==> config.mk <==
export PLATFORM = sky130hd
export DESIGN_NAME = spi_frame_transmitter
export DESIGN_NICKNAME = d
export VERILOG_FILES = /design/src/rtl/spi_frame_transmitter.sv
export SDC_FILE = /design/constraint.sdc
export NUM_CORES = 1
export LEC_CHECK = 0
export ABC_CLOCK_PERIOD_IN_PS = 7000
export BUFFER_PORTS_ARGS = -buffer_cell sky130_fd_sc_hd__buf_2
export CAP_MARGIN = 20
export CORE_MARGIN = 2
export CORE_UTILIZATION = 40
export CTS_BUF_LIST = sky130_fd_sc_hd__clkbuf_8
export DETAILED_ROUTE_END_ITERATION = 8
export GPL_TIMING_DRIVEN = 0
export HOLD_SLACK_MARGIN = 0.02
export SYNTH_ARGS = -nofsm -noshare
export SYNTH_HDL_FRONTEND = slang
export SYNTH_SLANG_ARGS = --single-unit
==> constraint.sdc <==
create_clock -name clk -period 7 [get_ports clk]
set_input_delay 0.35 -clock clk [delete_from_list [all_inputs] [get_ports clk]]
set_output_delay 0.35 -clock clk [all_outputs]
set_load 0.03 [all_outputs]
==> src/rtl/spi_frame_transmitter.sv <==
// SPI mode-0 master that streams pixel bytes MSB first, one FRAME_BYTES frame per chip-select window.
// SCLK is derived from clk; the byte source is a plain valid/ready handshake.
module spi_frame_transmitter #(
    parameter int CLK_DIV     = 4,
    parameter int FRAME_BYTES = 1024,
    parameter int CS_SETUP    = 2,
    parameter int CS_HOLD     = 2,
    parameter int CS_GAP      = 4
) (
    input  logic       clk,
    input  logic       rst,
    input  logic [7:0] i_pixel_data,
    input  logic       i_pixel_valid,
    output logic       o_pixel_ready,
    input  logic       i_abort,
    output logic       o_busy,
    output logic       o_frame_done,
    output logic       spi_sclk,
    output logic       spi_mosi,
    output logic       spi_cs_n
);

    localparam logic [2:0] S_IDLE  = 3'd0;
    localparam logic [2:0] S_SETUP = 3'd1;
    localparam logic [2:0] S_SHIFT = 3'd2;
    localparam logic [2:0] S_LOAD  = 3'd3;
    localparam logic [2:0] S_HOLD  = 3'd4;
    localparam logic [2:0] S_GAP   = 3'd5;

    localparam int DIV_W   = $clog2(CLK_DIV);
    localparam int BC_W    = $clog2(FRAME_BYTES + 1);
    localparam int TMR_MAX = (CS_SETUP > CS_HOLD) ? ((CS_SETUP > CS_GAP) ? CS_SETUP : CS_GAP)
                                                  : ((CS_HOLD > CS_GAP) ? CS_HOLD : CS_GAP);
    localparam int TMR_W   = $clog2(TMR_MAX + 1);

    localparam logic [DIV_W-1:0] DIV_LAST   = DIV_W'(CLK_DIV - 1);
    localparam logic [BC_W-1:0]  BYTE_LAST  = BC_W'(FRAME_BYTES - 1);
    localparam logic [TMR_W-1:0] SETUP_LAST = TMR_W'(CS_SETUP - 1);
    localparam logic [TMR_W-1:0] HOLD_LAST  = TMR_W'(CS_HOLD - 1);
    localparam logic [TMR_W-1:0] GAP_LAST   = TMR_W'(CS_GAP - 1);
    localparam logic [TMR_W-1:0] GAP_PRE    = TMR_W'(CS_GAP - 2);

    logic [2:0]       state;
    logic [TMR_W-1:0] tmr;
    logic [DIV_W-1:0] div_cnt;
    logic [2:0]       bit_cnt;
    logic [BC_W-1:0]  byte_cnt;
    logic             aborted;
    logic [7:0]       shreg;

    logic accept;
    logic abort_now;
    logic half_end;
    logic shift_bit;

    always_comb begin
        o_pixel_ready = (state == S_IDLE) || (state == S_LOAD);
        o_busy        = (state != S_IDLE);
        accept        = i_pixel_valid && o_pixel_ready;
        abort_now     = i_abort && (state != S_IDLE);
        half_end      = (div_cnt == DIV_LAST);
        shift_bit     = (state == S_SHIFT) && half_end && spi_sclk && (bit_cnt != 3'd7) && !abort_now;
    end

    // Shift register holds payload only; it is never observed before a byte is loaded.
    always_ff @(posedge clk) begin
        if (accept && !abort_now) begin
            shreg <= i_pixel_data;
        end else if (shift_bit) begin
            shreg <= {shreg[6:0], 1'b0};
        end
    end

    always_ff @(posedge clk or posedge rst) begin
        if (rst) begin
            state        <= S_IDLE;
            tmr          <= '0;
            div_cnt      <= '0;
            bit_cnt      <= '0;
            byte_cnt     <= '0;
            aborted      <= 1'b0;
            o_frame_done <= 1'b0;
            spi_sclk     <= 1'b0;
            spi_mosi     <= 1'b0;
            spi_cs_n     <= 1'b1;
        end else begin
            o_frame_done <= 1'b0;
            if (abort_now) begin
                state    <= S_GAP;
                tmr      <= '0;
                div_cnt  <= '0;
                bit_cnt  <= '0;
                byte_cnt <= '0;
                aborted  <= 1'b1;
                spi_sclk <= 1'b0;
                spi_mosi <= 1'b0;
                spi_cs_n <= 1'b1;
            end else begin
                case (state)
                    S_IDLE: begin
                        if (accept) begin
                            state    <= S_SETUP;
                            tmr      <= '0;
                            byte_cnt <= '0;
                            aborted  <= 1'b0;
                            spi_cs_n <= 1'b0;
                            spi_mosi <= i_pixel_data[7];
                        end
                    end
                    S_SETUP: begin
                        if (tmr == SETUP_LAST) begin
                            state   <= S_SHIFT;
                            div_cnt <= '0;
                            bit_cnt <= '0;
                        end else begin
                            tmr <= tmr + 1'b1;
                        end
                    end
                    S_SHIFT: begin
                        if (!half_end) begin
                            div_cnt <= div_cnt + 1'b1;
                        end else begin
                            div_cnt <= '0;
                            if (!spi_sclk) begin
                                spi_sclk <= 1'b1;
                            end else begin
                                // Falling edge: present the next bit, or close out the byte.
                                spi_sclk <= 1'b0;
                                if (bit_cnt == 3'd7) begin
                                    bit_cnt  <= '0;
                                    byte_cnt <= byte_cnt + 1'b1;
                                    if (byte_cnt == BYTE_LAST) begin
                                        state <= S_HOLD;
                                        tmr   <= '0;
                                    end else begin
                                        state <= S_LOAD;
                                    end
                                end else begin
                                    bit_cnt  <= bit_cnt + 1'b1;
                                    spi_mosi <= shreg[6];
                                end
                            end
                        end
                    end
                    S_LOAD: begin
                        if (accept) begin
                            state    <= S_SHIFT;
                            div_cnt  <= '0;
                            spi_mosi <= i_pixel_data[7];
                        end
                    end
                    S_HOLD: begin
                        if (tmr == HOLD_LAST) begin
                            state    <= S_GAP;
                            tmr      <= '0;
                            spi_cs_n <= 1'b1;
                            spi_mosi <= 1'b0;
                        end else begin
                            tmr <= tmr + 1'b1;
                        end
                    end
                    S_GAP: begin
                        // Registered pulse lands on the final gap cycle; aborted frames stay silent.
                        if ((tmr == GAP_PRE) && !aborted) begin
                            o_frame_done <= 1'b1;
                        end
                        if (tmr == GAP_LAST) begin
                            state <= S_IDLE;
                        end else begin
                            tmr <= tmr + 1'b1;
                        end
                    end
                    default: state <= S_IDLE;
                endcase
            end
        end
    end

endmodule
==> results.txt <==
Hold Path Class: in2async
CP Launch Point: state[0]
most frequent cells in the layout: dfrtp_1, nand2_1, nor2_1
Synth Area in Simple Gates: 23.3%
Avg Inst Size Synth: 9.56 um^2
Antenna Nets Post-Route: 0
vias post-DR: 1652
Yosys cell types: 53
GR Overflow Total: 0
Routability Congestion: 0.834
Fillers: 483
Detailed Route WL: 4190 um
# Post-CTS Setup Buffers: 0
Final Max Tran Viols: 0
Tmin final: 2.11 ns
die area: 5730 um^2
XOR/XNOR share of the synthesized area: 0%
Critical Path Sink Type: flop
crit-path leading delay family: simple AND/OR/NAND/NOR gates
Clock Tree Buf Depth: 2
Detailed Routing Iterations Pass 1: 4
final worst slack: 4.89 ns
unrepaired setup endpoints after global routing: no
most common cell after layout, fill and taps aside: dfrtp_1
CTS tree: done
Crit Path Category: reg2reg
peak fanout along the critical path: 10
nets@finish: 260
port bufs: 16
Seq cells post-synth: 34
number of CTS-inserted buffers: 5
design area: 2390 um^2
DRC errors left: 0
clk sink count: 34
Core Area: 5040 um^2
Die Wd: 75.7 um
Initial Util: 40.8%
Min Hold Slack: 0.0872 ns
power per cell area: 337 nW/um^2
fraction of layout cells with a size suffix above 1: 22.4%
drt wl/cell: 13.5 um
sequential share of the synthesized area: 43.2%
crit path DAT: 2.10 ns
setup TNS: 0 ns
Clk Tree Root Cell: clkbuf_8
storage element area: 887 um^2
# setup viols final: 0
largest net degree at the start of global routing: 18
Synth Area in Compound Gates: 15.7%
Tcrit/Tclk final: 30.1%
yosys warns: 0
DIE HEIGHT: 75.7 um
Ant. Diodes: 0
Max-Cap Viols: 0
Vias per Instance: 5.31
main combinational cell family by area after synthesis: simple AND/OR/NAND/NOR gates
Slew Limit Headroom: 59.1%
post-cts resize count: 0
Worst setup SP type: flop
slowest stage cell, crit path: dfrtp_1
H-tree levels: 2
final-report hold violation count: 0
area post-placement: 2250 um^2
crit-path cells: buf_6 -> nor2_1 -> nand2_1 -> o31ai_1 -> buf_2
Layout area overhead: 16.4%
worst path buffer plus inverter count: 2
gr usage total: 17.1%
Syn Nets: 235
Static Leak: 1.04 nW
initial antenna violation count: 0
Post-Route Skew: 0.00485 ns
Max IR drop VDD: 0.000197 V
vias in the first global route: 1605
CTS Hold Bufs: 0
initial detailed-routing violation count: 98
clock latency on the worst-skew pair: 0.29 ns
R2R setup slack: 4.89 ns
number of I/O pins: 18
CP required: 6.99 ns
Power, Total: 0.807 mW
Post-DP HPWL: 3040 um
row count: 26
synthesized cell area: 2060 um^2
clock slew seen by the registers of the worst setup and hold paths: 0.07 ns
area of the multi-input gates: 1060 um^2
Worst Max-Slew Pin Slew: 0.610 ns
Cells after Synth: 215
Worst Setup Slack post-DPL: 4.42 ns
Adder-Cell Fraction of Synth Area: 4.87%
max frequency: 474 MHz
status: completed
Reg-to-Reg Start: state[0]
multiplexer share of the synthesized area: 7.97%
first-pass GRT wire length: 7340 um
worst stage delay on the critical path: 0.44 ns
## final cells by class
type | instances | share of cell area, %
well taps | 70 | 3.66
plain buffers | 9 | 2.61
flip-flops and latches | 34 | 37.1
clock buffers | 5 | 2.88
clock inverters | 3 | 2.88
repair buffers | 18 | 4.70
inverters | 11 | 1.73
multi-input cells | 161 | 44.5
## where the power goes
group,internal [mW],switching (mW)
clock,0.143,0.0753
sequential,0.243,0.0242
combinational,0.129,0.193
## synthesized netlist by cell type (all sizes together)
master / count / area [um^2]
nor4: 3 / 33.8
dfstp: 1 / 26.3
nor2: 23 / 88.8
a21boi: 1 / 7.51
dfrtp: 26 / 651
edfxtp: 7 / 210
a21oi: 12 / 60.1
and2b: 1 / 7.51
buf: 7 / 55.1
or4: 1 / 7.51
o21ai: 19 / 98.9
clkbuf: 2 / 7.51
nand4: 6 / 50.0
a22o: 1 / 8.76
mux2i: 4 / 40.0
a32o: 1 / 10.0
or3b: 1 / 11.3
nor3b: 3 / 22.5
o21a: 2 / 15.0
ha: 8 / 100
a2111oi: 1 / 15.0
o22ai: 3 / 18.8
nor2b: 1 / 6.26
nor4b: 1 / 23.8
a32oi: 1 / 8.76
or3: 1 / 6.26
mux2: 11 / 124
nand3b: 1 / 7.51
and3: 1 / 6.26
and2: 4 / 26.3
nand3: 3 / 20.0
inv: 11 / 41.3
nor3: 8 / 45.0
o211ai: 1 / 7.51
nand2: 25 / 93.8
a31oi: 4 / 25.0
nand2b: 2 / 15.0
a211o: 2 / 17.5
or2: 1 / 6.26
o31ai: 4 / 30.0
## sequential cells by signal, summed over array words and instances (netlist names)
| signal | count |
|---|---|
| byte_cnt | 11 |
| shreg | 7 |
| bit_cnt | 3 |
| state | 3 |
| tmr | 3 |
| div_cnt | 2 |
| aborted | 1 |
| o_frame_done | 1 |
| spi_cs_n | 1 |
| spi_mosi | 1 |
| spi_sclk | 1 |
## stage by stage
stage | cells | util (%)
floorplan | 215 | -
global placement | 301 | 44.1
detailed placement | 302 | 44.6
CTS | 310 | 47.4
global route | 311 | 47.5
finish | 311 | 47.5
## worst paths after layout
path | end | cells past startpoint
worst max-delay path | shreg[6] | 5
worst min-delay path | tmr[0] | 2
worst max register to register | shreg[6] | 5
worst min register to register | o_frame_done | 1
max in group asynchronous | spi_sclk | 3
min in group clk | shreg[0] | 2
## per-layer routing
| layer | GRT usage, % | share of wire, % | vias up |
|---|---|---|---|
| met5 | 0 | 0 | - |
| met4 | 5.85 | 0.60 | 0 |
| met2 | 27.1 | 47 | 20 |
| met3 | 3.97 | 2.8 | 2 |
| li1 | - | - | 823 |
| met1 | 23.0 | 49 | 807 |
## kinds of logic (layout without fill, tap and decap cells)
family | after synthesis | after routing
simple gates | 86 | 86
fa+ha+maj | 8 | 8
mux | 15 | 15
buf+inv | 20 | 46
compound gates | 52 | 52
flops | 34 | 34
Power figures use the tool's default switching activity.
